### src/rtl/match_event_logger.sv
// match_event_logger
// Timestamps every cycle on which the detector's match strobe `z` is high,
// buffers the timestamps in a small first-word-fall-through FIFO, and keeps
// a saturating match count plus a sticky flag for matches lost to a full FIFO.
// All outputs come from registered state only; `z` never reaches an output
// combinationally.
module match_event_logger #(
  parameter int TS_W  = 16,
  parameter int DEPTH = 4,
  parameter int CNT_W = 8
) (
  input  logic                     clk,
  input  logic                     rst_n,
  input  logic                     z,
  input  logic                     clr,
  output logic                     ev_valid,
  output logic [TS_W-1:0]          ev_ts,
  input  logic                     ev_ready,
  output logic [CNT_W-1:0]         match_count,
  output logic                     overflow,
  output logic [$clog2(DEPTH):0]   level
);

  // Address width of the storage array; pointers carry one extra wrap bit so
  // that full (same index, different lap) and empty (identical) never alias.
  localparam int AW = $clog2(DEPTH);
  localparam int PW = AW + 1;

  localparam logic [CNT_W-1:0] CNT_MAX = {CNT_W{1'b1}};

  // ---------------------------------------------------------------------------
  // State
  // ---------------------------------------------------------------------------
  logic [TS_W-1:0]  ts_cnt_q,      ts_cnt_d;
  logic [PW-1:0]    wr_ptr_q,      wr_ptr_d;
  logic [PW-1:0]    rd_ptr_q,      rd_ptr_d;
  logic [CNT_W-1:0] match_count_q, match_count_d;
  logic             overflow_q,    overflow_d;

  // Timestamp storage and its write port.
  logic [TS_W-1:0]  mem_q [DEPTH];
  logic             mem_we;
  logic [AW-1:0]    mem_waddr;
  logic [TS_W-1:0]  mem_wdata;

  // ---------------------------------------------------------------------------
  // FIFO status derived from the pointers
  // ---------------------------------------------------------------------------
  logic          fifo_empty;
  logic          fifo_full;
  logic          do_pop;
  logic          do_push;
  logic          do_drop;
  logic [PW-1:0] occupancy;

  // Decode occupancy and the push / pop / drop decisions for this edge.
  always_comb begin
    occupancy  = wr_ptr_q - rd_ptr_q;
    fifo_empty = (wr_ptr_q == rd_ptr_q);
    fifo_full  = (wr_ptr_q[AW] != rd_ptr_q[AW]) &&
                 (wr_ptr_q[AW-1:0] == rd_ptr_q[AW-1:0]);

    // A pop only happens when an entry is actually presented; ev_ready while
    // empty is ignored, and a match arriving into an empty FIFO is not
    // bypassed to the output in the same cycle.
    do_pop  = !fifo_empty && ev_ready;

    // When full, a simultaneous pop frees the slot the new match needs, so
    // the match is only lost when full and not popping.
    do_push = z && (!fifo_full || do_pop);
    do_drop = z && fifo_full && !do_pop;
  end

  // ---------------------------------------------------------------------------
  // Next-state logic; clr has priority over every other event
  // ---------------------------------------------------------------------------

  // Compute next values for the counter, pointers, match count and overflow.
  always_comb begin
    // NOTE: every variable gets a default before any branch, so no path can
    // leave one unassigned and infer a latch.
    ts_cnt_d      = ts_cnt_q + TS_W'(1);
    wr_ptr_d      = wr_ptr_q;
    rd_ptr_d      = rd_ptr_q;
    match_count_d = match_count_q;
    overflow_d    = overflow_q;

    if (clr) begin
      ts_cnt_d      = '0;
      wr_ptr_d      = '0;
      rd_ptr_d      = '0;
      match_count_d = '0;
      overflow_d    = 1'b0;
    end else begin
      if (do_push) begin
        wr_ptr_d = wr_ptr_q + PW'(1);
      end
      if (do_pop) begin
        rd_ptr_d = rd_ptr_q + PW'(1);
      end
      // Every sampled match counts, including ones dropped on a full FIFO.
      if (z && (match_count_q != CNT_MAX)) begin
        match_count_d = match_count_q + CNT_W'(1);
      end
      if (do_drop) begin
        overflow_d = 1'b1;
      end
    end
  end

  // Storage write port: the stored value is the counter before this edge's
  // increment, i.e. the cycle number at which the match was sampled.
  always_comb begin
    mem_we    = do_push && !clr;
    mem_waddr = wr_ptr_q[AW-1:0];
    mem_wdata = ts_cnt_q;
  end

  // ---------------------------------------------------------------------------
  // Registers
  // ---------------------------------------------------------------------------

  // Control state: cleared asynchronously, updated on each rising edge.
  always_ff @(posedge clk or negedge rst_n) begin
    if (!rst_n) begin
      // NOTE: sequential state uses non-blocking assignment so every flop
      // samples the pre-edge values regardless of statement order.
      ts_cnt_q      <= '0;
      wr_ptr_q      <= '0;
      rd_ptr_q      <= '0;
      match_count_q <= '0;
      overflow_q    <= 1'b0;
    end else begin
      ts_cnt_q      <= ts_cnt_d;
      wr_ptr_q      <= wr_ptr_d;
      rd_ptr_q      <= rd_ptr_d;
      match_count_q <= match_count_d;
      overflow_q    <= overflow_d;
    end
  end

  // Timestamp storage: written on push only.
  // NOTE: the array is deliberately not reset; reset empties the FIFO through
  // the pointers, and stale contents are masked from ev_ts while empty.
  always_ff @(posedge clk) begin
    if (mem_we) begin
      mem_q[mem_waddr] <= mem_wdata;
    end
  end

  // ---------------------------------------------------------------------------
  // Outputs
  // ---------------------------------------------------------------------------

  // First-word fall-through head presentation and status outputs.
  always_comb begin
    ev_valid    = !fifo_empty;
    ev_ts       = fifo_empty ? '0 : mem_q[rd_ptr_q[AW-1:0]];
    level       = occupancy;
    match_count = match_count_q;
    overflow    = overflow_q;
  end

endmodule
### config.mk
export PLATFORM = sky130hd
export DESIGN_NAME = match_event_logger
export DESIGN_NICKNAME = d
export VERILOG_FILES = /design/src/rtl/match_event_logger.sv
export SDC_FILE = /design/constraint.sdc
export NUM_CORES = 1
export LEC_CHECK = 0
export ABC_AREA = 1
export BUFFER_PORTS_ARGS = -buffer_cell sky130_fd_sc_hd__buf_2
export CAP_MARGIN = 5
export CORE_ASPECT_RATIO = 1.4
export CORE_UTILIZATION = 59
export DETAILED_ROUTE_END_ITERATION = 16
export HOLD_SLACK_MARGIN = 0.06
export PLACE_DENSITY_LB_ADDON = 0.12
export REMOVE_ABC_BUFFERS = 1
export SKIP_LAST_GASP = 1
export SYNTH_ARGS = -nofsm -noshare
export SYNTH_HDL_FRONTEND = slang
export SYNTH_SLANG_ARGS = --single-unit
export TNS_END_PERCENT = 1
### constraint.sdc
create_clock -name clk -period 3.2 [get_ports clk]
set_input_delay 0.48 -clock clk [delete_from_list [all_inputs] [get_ports clk]]
set_output_delay 0.48 -clock clk [all_outputs]
set_load 0.05 [all_outputs]
==> results of run 1 <==
-- worst max-delay path, cell delays in order, from the launching register on --
cell and delay (ns):
dfrtp_1 0.43, buf_4 0.24, buf_4 0.28, nor2_1 0.09, nor2_1 0.12, o21ai_0 0.10
a21oi_1 0.13, buf_2 0.27
-- Yosys cell counts, types with 2 or more instances --
library cell | instances | area, µm²
nand3_2 | 3 | 30.0
buf_4 | 4 | 30.0
o21bai_1 | 2 | 15.0
o21ai_1 | 3 | 15.0
a21oi_1 | 19 | 95.1
nor2_2 | 3 | 18.8
nand2_1 | 62 | 233
nand4_1 | 5 | 31.3
nor3_1 | 4 | 20.0
inv_1 | 32 | 120
or2_2 | 2 | 12.5
ha_1 | 9 | 113
nor2_1 | 106 | 398
nand3_1 | 21 | 105
o21ai_0 | 37 | 185
edfxtp_1 | 64 | 1920
nor2_4 | 2 | 22.5
dfrtp_1 | 31 | 776
clkbuf_2 | 2 | 10.0
buf_2 | 8 | 40.0
xor2_1 | 6 | 52.6
-- layout by cell type, fill, tap and decap left out, drive strengths merged, types with 6 or more instances in the layout --
cell type	instances
a21oi	19
nand3	24
edfxtp	64
nor2	112
inv	34
xor2	6
dfrtp	31
o21ai	40
ha	9
nand2	64
clkbuf	13
buf	42
-- per-stage QoR --
step                      total power (W)  std cells  area, µm²  util [%]
after floorplan                   0.00185        421       4260         -
after detailed placement          0.00202        558       4610      65.7
final                             0.00275        574       4800      68.4
after global placement            0.00200        558       4610      65.7
after global routing              0.00288        574       4800      68.4
after CTS                         0.00278        574       4800      68.4
-- final cells by class --
class / instances / area, µm²
well taps: 95 / 119
flip-flops and latches: 95 / 2700
multi-input cells: 292 / 1440
clock buffers: 13 / 149
inverters: 34 / 128
repair buffers: 42 / 233
fillers: 571 / 2220
clock inverters: 3 / 42.5
-- registers in the layout, summed over array words and instances, names as in the netlist --
| name | flops |
|---|---|
| overflow | 1 |
| mem_q | 64 |
| wr_ptr_q | 3 |
| rd_ptr_q | 3 |
| match_count | 8 |
| mem_wdata | 16 |
-- cell families after synthesis --
group	count (synthesis)	share of synthesized area (%)
muxes	1	0.230
DFF	95	62.1
adders and majority gates	10	3.05
buffers and inverters	49	4.87
and+or+nand+nor	212	21.1
xor gates and xnor gates	7	1.41
AOI/OAI and AO/OA	62	7.28
-- final timing paths --
path	end	slack (ns)	depth (start not counted)
worst max-delay path	ev_ts[11]	0.69	7
worst min-delay path	match_count[1]	0.18	1
worst max register to register	mem_q[0][5]	1.01	8
worst min register to register	overflow	0.52	2
max in group asynchronous	wr_ptr_q[0]	2.54	1
min in group clk	mem_wdata[3]	0.48	2
-- where the power goes --
part	internal, W	leakage [nW]	switching [W]	total (W)
logic	0.000144	0.881	0.000486	0.000630
registers	0.00133	1.02	0.0000196	0.00135
clock network	0.000384	0.0957	0.000385	0.000770
-- layer usage --
metal | wire (µm) | GRT usage, % | up-vias
li1 | - | - | 1520
met1 | 3490 | 30.2 | 1423
met2 | 4540 | 42.0 | 66
met3 | 313 | 2.92 | 10
met4 | 126 | 11.6 | 0
met5 | 0 | 0 | -
==> impl_metrics.env, run 1 <==
export IMPL_status="finished, final reports clean"
export IMPL_drt_vias_per_instance=5.26
export IMPL_core_area_um2=7030
export IMPL_nNetsFinal=489
export IMPL_netlist_area_um2=4350
export IMPL_cts_path_max_buffers=2
export IMPL_numPortBuffers=33
export IMPL_avgSynthCellArea_um2=9.97
export IMPL_maxCapViolCount=0
export IMPL_grt_pass1_wl_um=14100
export IMPL_grt_usage_pct=24.6
export IMPL_cts_htree_levels=3
export IMPL_power_density_nw_per_um2=573
export IMPL_worstPathMaxFanout=20
export IMPL_ir_drop_uv=340
export IMPL_required_ns=2.72
export IMPL_cts_sinks=95
export IMPL_finalSetupTns_ns=0
export IMPL_numCtsBuffers=9
export IMPL_max_slew_margin_pct=50.8
export IMPL_n_antenna_cell=0
export IMPL_die_width_um=74.5
export IMPL_final_period_utilization_pct=78.6
export IMPL_cts_tree="built"
export IMPL_synth_seq_cells=95
export IMPL_setup_viol=0
export IMPL_cts_hold_buf=0
export IMPL_cts_setup_buffers=0
export IMPL_yosysWarningCount=0
export IMPL_min_period_ns=2.51
export IMPL_die_area_um2=7720
export IMPL_ant_nets=0
export IMPL_worst_pin_slew_ns=0.739
export IMPL_hold_viol=0
export IMPL_ios=34
export IMPL_maxClockFrequency_mhz=398
export IMPL_hold_slack_ns=0.180
export IMPL_cp_end_kind="output port"
export IMPL_grt_max_degree=34
export IMPL_die_h_um=104
export IMPL_cts_root_buf="clkbuf_8"
export IMPL_timing_final_ws_setup_ns=0.685
export IMPL_leakage_nw=2.00
export IMPL_pre_cts_ws_ns=1.02
export IMPL_rsz0062_at_grt="no"
export IMPL_synth_edf_count=64
export IMPL_remaining_drc_errors=0
export IMPL_drtIter0Drc=143
export IMPL_layout_drive_gt1_share_pct=14.2
export IMPL_dp_hpwl_um=5580
export IMPL_vias=3019
export IMPL_post_drt_wl_per_cell_um=14.8
export IMPL_hp_class="in2async"
export IMPL_crit_type="reg2out"
export IMPL_grt_overflow_total=0
export IMPL_grt_pass1_vias=2944
export IMPL_fin_worst_skew_ns=0.00944
export IMPL_startpoint_type="flip-flop"
export IMPL_drv_slew=0
export IMPL_async_flop_share_pct=32.6
export IMPL_place_congestion=0.863
export IMPL_cp_startpoint="rd_ptr_q[0]"
export IMPL_fp_row_count=36
export IMPL_syn_inst=436
export IMPL_netlist_cell_type_count=32
export IMPL_crit_reg2reg_launch="rd_ptr_q[1]"
export IMPL_finalWirelength_um=8470
export IMPL_synth_flop_cell="edfxtp_1"
export IMPL_antenna_found_initial=0
export IMPL_clkLatencyLatePin_ns=0.36
export IMPL_ctsResizeCount=0
export IMPL_ys_seq_area_share_pct=62.1
export IMPL_start_util_pct=61.8
export IMPL_clkTransAtPathRegs_ns=0.09
export IMPL_syn2layout_area_growth_pct=10.6
export IMPL_first_pass_iters=4
export IMPL_arrival_ns=2.03
Power figures use the tool's default switching activity.
==> run 2: changes to the inputs <==
--- a/config.mk
+++ b/config.mk
@@ -9,7 +9,7 @@
 export BUFFER_PORTS_ARGS = -buffer_cell sky130_fd_sc_hd__buf_2
 export CAP_MARGIN = 5
 export CORE_ASPECT_RATIO = 1.4
-export CORE_UTILIZATION = 59
+export CORE_UTILIZATION = 54
 export DETAILED_ROUTE_END_ITERATION = 16
 export HOLD_SLACK_MARGIN = 0.06
 export PLACE_DENSITY_LB_ADDON = 0.12
==> constraint.sdc (replaced) <==
create_clock -name clk -period 2.1 [get_ports clk]
set_input_delay 0.315 -clock clk [delete_from_list [all_inputs] [get_ports clk]]
set_output_delay 0.315 -clock clk [all_outputs]
set_load 0.05 [all_outputs]
==> impl_metrics.env, run 2 (same netlist as run 1, synthesis figures left out) <==
export IMPL_status="finished, final reports clean"
export IMPL_crit_chain="buf_6 -> clkinvlp_4 -> clkbuf_16 -> o21ai_0 -> a21oi_1 -> buf_4"
export IMPL_die_width_um=77.8
export IMPL_n_antenna_cell=0
export IMPL_hold_viol=0
export IMPL_cts_root_buf="clkbuf_8"
export IMPL_cp_end_kind="output port"
export IMPL_setup_viol=0
export IMPL_rsz0062_at_grt="yes"
export IMPL_min_period_ns=2.09
export IMPL_drt_vias_per_instance=5.21
export IMPL_cts_htree_levels=3
export IMPL_final_cell_mix="nor2_1, edfxtp_1, nand2_1"
export IMPL_power_share_clock_pct=27.8
export IMPL_arrival_ns=1.77
export IMPL_power_frac_comb_pct=27.2
export IMPL_cp_startpoint="rd_ptr_q[0]"
export IMPL_first_pass_iters=5
export IMPL_r2r_cells=8
export IMPL_final_period_utilization_pct=99.4
export IMPL_leakage_nw=2.11
export IMPL_worstPathMaxFanout=16
export IMPL_fin_worst_skew_ns=0.00629
export IMPL_layout_drive_gt1_share_pct=17.8
export IMPL_required_ns=1.78
export IMPL_vias=3075
export IMPL_power_density_nw_per_um2=888
export IMPL_syn2layout_area_growth_pct=18.7
export IMPL_crit_type="reg2out"
export IMPL_cts_tree="built"
export IMPL_grt_pass1_vias=3023
export IMPL_min_from="clr"
export IMPL_seq_power_share_pct=45.0
export IMPL_drv_slew=0
export IMPL_start_util_pct=56.1
export IMPL_p_int_w=0.00315
export IMPL_die_area_um2=8410
export IMPL_numPortBuffers=33
export IMPL_largest_reg_flops=64
export IMPL_ant_nets=0
export IMPL_postPlaceCellArea_um2=4690
export IMPL_post_drt_wl_per_cell_um=15.1
export IMPL_drtIter0Drc=182
export IMPL_grt_usage_pct=23.1
export IMPL_cpPeakStageDelay_ns=0.42
export IMPL_clkLatencyLatePin_ns=0.36
export IMPL_numCtsBuffers=9
export IMPL_die_h_um=108
export IMPL_grt_overflow_total=0
export IMPL_antenna_found_initial=0
export IMPL_cts_sinks=95
export IMPL_ir_drop_uv=549
export IMPL_total_power_w=0.00458
export IMPL_place_congestion=0.877
export IMPL_finalWirelength_um=8890
export IMPL_nNetsFinal=501
export IMPL_core_area_um2=7750
export IMPL_hp_class="in2reg"
export IMPL_p_switching_w=0.00143
export IMPL_worst_pin_slew_ns=0.720
export IMPL_crit_reg2reg_launch="wr_ptr_q[0]"
export IMPL_ios=34
export IMPL_cts_path_max_buffers=2
export IMPL_startpoint_type="flip-flop"
export IMPL_largest_register="mem_q"
export IMPL_fin_util_pct=66.5
export IMPL_critPathSlowestCell="dfrtp_1"
export IMPL_stdcell_area_um2=5160
export IMPL_clkTransAtPathRegs_ns=0.08
export IMPL_nFillCells=614
export IMPL_max_slew_margin_pct=52.0
export IMPL_final_common_cell="nor2_1"
export IMPL_grt_pass1_wl_um=14400
export IMPL_fp_row_count=38
export IMPL_min_path_cells=2
export IMPL_maxCapViolCount=0
export IMPL_sw_frac_of_total_pct=31.2
export IMPL_grt_max_degree=34
export IMPL_maxClockFrequency_mhz=479
export IMPL_remaining_drc_errors=0
export IMPL_dp_hpwl_um=5530
## run 2: changes by cell type in the layout (fill, tap and decap cells not counted), sizes merged
cell / delta
bufinv: +1
dlygate4sd3: +1
clkinv: -1
clkinvlp: +2
buf: +8
clkbuf: +2
inv: -2
## run 2: power groups by stage
stage	Combinational, W	Clock, W	Sequential, W
finish	0.00125	0.00127	0.00206
global route	0.00133	0.00137	0.00207
CTS	0.00115	0.00131	0.00206
detailed placement	0.00100	0	0.00210
global placement	0.000991	0	0.00210
floorplan	0.000680	0	0.00214
## run 2: timing repair
item	CTS	global route
setup endpoints to repair	19	19
gates resized for setup	24	25
endpoints found under the hold margin	31	0
hold buffers	1	0
buffers inserted	5	3
cloned	0	2
pin swaps	2	0
## run 2: critical path: cells and delay by family, from the launching register on
| kind | cells | cell delay (ns) |
|---|---|---|
| AOI/OAI and AO/OA | 2 | 0.27 |
| buffers and inverters | 4 | 0.74 |
| DFF | 1 | 0.42 |
## run 2: layer usage
| layer | share of wire (%) | vias up | track usage (%) |
|---|---|---|---|
| li1 | - | 1549 | - |
| met1 | 42 | 1449 | 25.8 |
| met2 | 52 | 60 | 40.6 |
| met3 | 3.4 | 17 | 4.47 |
| met4 | 3.3 | 0 | 14.4 |
| met5 | 0 | - | 0 |
## run 2: layout make-up
class                           count  area (µm²)  share of cell area, %
Multi-Input combinational cell    292        1470                   28.6
Sequential cell                    95        2700                   52.3
Clock buffer                       12         145                   2.81
Tap cell                          100         125                   2.43
Clock inverter                      3        67.6                   1.31
Inverter                           34         131                   2.55
Timing Repair Buffer               54         517                   10.0
## run 2: path summary, 6_finish.rpt
path,end,slack [ns]
setup / recovery,ev_ts[8],0.01
hold / removal,mem_wdata[0],0.32
setup reg to reg,mem_q[0][8],0.20
hold reg to reg,overflow,0.52
max in group asynchronous,wr_ptr_q[1],1.03
min in group asynchronous,match_count[1],0.56
## run 2: stage by stage
step | setup TNS (ns) | hold slack (ns) | setup WS, ns | std cells
floorplan | -53.29 | 0.0194 | -0.709 | 421
global placement | 0 | 0.413 | 0.116 | 564
detailed placement | 0 | 0.411 | 0.0273 | 564
CTS | -0.0561 | 0.294 | -0.0214 | 585
global route | -0.463 | 0.305 | -0.0435 | 590
finish | 0 | 0.315 | 0.0133 | 590
==> run 3: changes to the inputs <==
--- a/config.mk
+++ b/config.mk
@@ -9,7 +9,7 @@
 export BUFFER_PORTS_ARGS = -buffer_cell sky130_fd_sc_hd__buf_2
 export CAP_MARGIN = 5
 export CORE_ASPECT_RATIO = 1.4
-export CORE_UTILIZATION = 54
+export CORE_UTILIZATION = 59
 export DETAILED_ROUTE_END_ITERATION = 16
 export HOLD_SLACK_MARGIN = 0.06
 export PLACE_DENSITY_LB_ADDON = 0.12
==> constraint.sdc (replaced) <==
create_clock -name clk -period 2.3 [get_ports clk]
set_input_delay 0.345 -clock clk [delete_from_list [all_inputs] [get_ports clk]]
set_output_delay 0.345 -clock clk [all_outputs]
set_load 0.05 [all_outputs]
==> impl_metrics.env, run 3 (same netlist as run 1, synthesis figures left out) <==
export IMPL_numPortBuffers=33
export IMPL_final_common_cell="nor2_1"
export IMPL_arrival_ns=1.90
export IMPL_rsz0062_at_grt="yes"
export IMPL_ff_latch_area_um2=2700
export IMPL_cts_htree_levels=3
export IMPL_grt_max_degree=34
export IMPL_setup_viol=0
export IMPL_finalWirelength_um=8690
export IMPL_min_period_ns=2.24
export IMPL_hold_viol=0
export IMPL_max_slew_margin_pct=52.7
export IMPL_fin_worst_skew_ns=0.0102
export IMPL_drtIter0Drc=237
export IMPL_ant_nets=0
export IMPL_cts_tree="built"
export IMPL_die_area_um2=7720
export IMPL_seq_power_share_pct=47.3
export IMPL_n_antenna_cell=0
export IMPL_nNetsFinal=499
export IMPL_largest_register="mem_q"
export IMPL_required_ns=1.96
export IMPL_status="finished, final reports clean"
export IMPL_maxCapViolCount=0
export IMPL_start_util_pct=61.8
export IMPL_fin_cells=584
export IMPL_grt_pass1_vias=3012
export IMPL_ir_drop_uv=479
export IMPL_p_switching_w=0.00131
export IMPL_cts_root_buf="clkbuf_8"
export IMPL_final_cell_mix="nor2_1, edfxtp_1, nand2_1"
export IMPL_power_density_nw_per_um2=801
export IMPL_power_share_clock_pct=26.6
export IMPL_worstPathMaxFanout=4
export IMPL_die_width_um=74.5
export IMPL_p_int_w=0.00267
export IMPL_syn2layout_area_growth_pct=14.3
export IMPL_numCtsBuffers=9
export IMPL_power_frac_comb_pct=26.0
export IMPL_startpoint_type="flip-flop"
export IMPL_cts_path_max_buffers=2
export IMPL_clkTransAtPathRegs_ns=0.08
export IMPL_leakage_nw=2.06
export IMPL_final_period_utilization_pct=97.6
export IMPL_sw_frac_of_total_pct=32.8
export IMPL_hold_slack_ns=0.344
export IMPL_nFillCells=563
export IMPL_finalSetupTns_ns=0
export IMPL_grt_usage_pct=24.2
export IMPL_cp_end_kind="output port"
export IMPL_place_inst=559
export IMPL_die_h_um=104
export IMPL_largest_reg_flops=64
export IMPL_grt_pass1_wl_um=13900
export IMPL_layout_drive_gt1_share_pct=17.0
export IMPL_total_power_w=0.00398
export IMPL_drv_slew=0
export IMPL_post_drt_wl_per_cell_um=14.9
export IMPL_antenna_found_initial=0
export IMPL_worst_pin_slew_ns=0.709
export IMPL_crit_type="reg2out"
export IMPL_maxClockFrequency_mhz=446
export IMPL_ios=34
export IMPL_vias=3142
export IMPL_fp_row_count=36
export IMPL_drt_vias_per_instance=5.38
export IMPL_remaining_drc_errors=0
export IMPL_hp_class="in2reg"
export IMPL_grt_overflow_total=0
export IMPL_place_congestion=0.873
export IMPL_first_pass_iters=4
export IMPL_multi_input_comb_area_um2=1470
export IMPL_core_area_um2=7030
export IMPL_clkLatencyLatePin_ns=0.36
export IMPL_dp_hpwl_um=5680
export IMPL_cts_sinks=95
## run 3: per-layer routing
| metal | track usage (%) | part of all wire [%] |
|---|---|---|
| met1 | 29.0 | 42 |
| met2 | 41.7 | 53 |
| met5 | 0 | 0 |
| met3 | 5.25 | 3.6 |
| met4 | 8.49 | 2.2 |
## run 3: final timing paths
check                            start        endpoint  slack [ns]  cells after the start
max in group asynchronous        rst_n    mem_wdata[2]        1.27                      2
hold reg to reg               overflow        overflow        0.51                      2
setup / recovery           wr_ptr_q[0]        ev_ts[2]        0.06                      7
min in group asynchronous        rst_n  match_count[1]        0.56                      2
hold / removal                     clr   mem_wdata[14]        0.34                      2
setup reg to reg           wr_ptr_q[0]     mem_q[2][8]        0.29                      8
## run 3: power by group through the flow
stage / sequential [W] / clock, W / combinational [W]
6_report: 0.00188 / 0.00106 / 0.00104
5_1_grt: 0.00189 / 0.00114 / 0.00111
4_1_cts: 0.00188 / 0.00109 / 0.000938
3_5_place_dp: 0.00192 / 0 / 0.000901
3_3_place_gp: 0.00192 / 0 / 0.000889
2_1_floorplan: 0.00195 / 0 / 0.000621
## run 3: cell type report
class | count | area share [%]
clock buffers | 12 | 3.55
clock inverters | 4 | 0.504
inverters | 34 | 2.57
multi-input cells | 293 | 29.6
flip-flops and latches | 95 | 54.3
well taps | 95 | 2.39
repair buffers | 51 | 7.11
## run 3: stage by stage
stage	cell area (µm²)	util, %	setup slack, ns
after floorplan	4260	-	-0.509
after global placement	4630	65.9	0.333
after detailed placement	4630	65.9	0.201
after CTS	4870	69.3	0.00936
after global routing	4970	70.7	-0.0192
final	4970	70.7	0.0560
## run 3: what timing repair did
| item | in CTS | in global routing |
|---|---|---|
| gates resized for setup | 2 | 21 |
| endpoints found under the hold margin | 31 | 0 |
| gates cloned | 1 | 0 |
| pin swaps | 1 | 1 |
| hold buffers | 1 | 0 |
| buffers inserted | 1 | 6 |
| setup endpoints to repair | 17 | 30 |
## run 3: worst max-delay path, cell delays in order, from the launching register on
cell	delay, ns
dfrtp_1	0.41
inv_1	0.18
ha_4	0.25
nand2_4	0.13
nor2_4	0.06
clkbuf_2	0.16
a21oi_1	0.14
buf_4	0.21
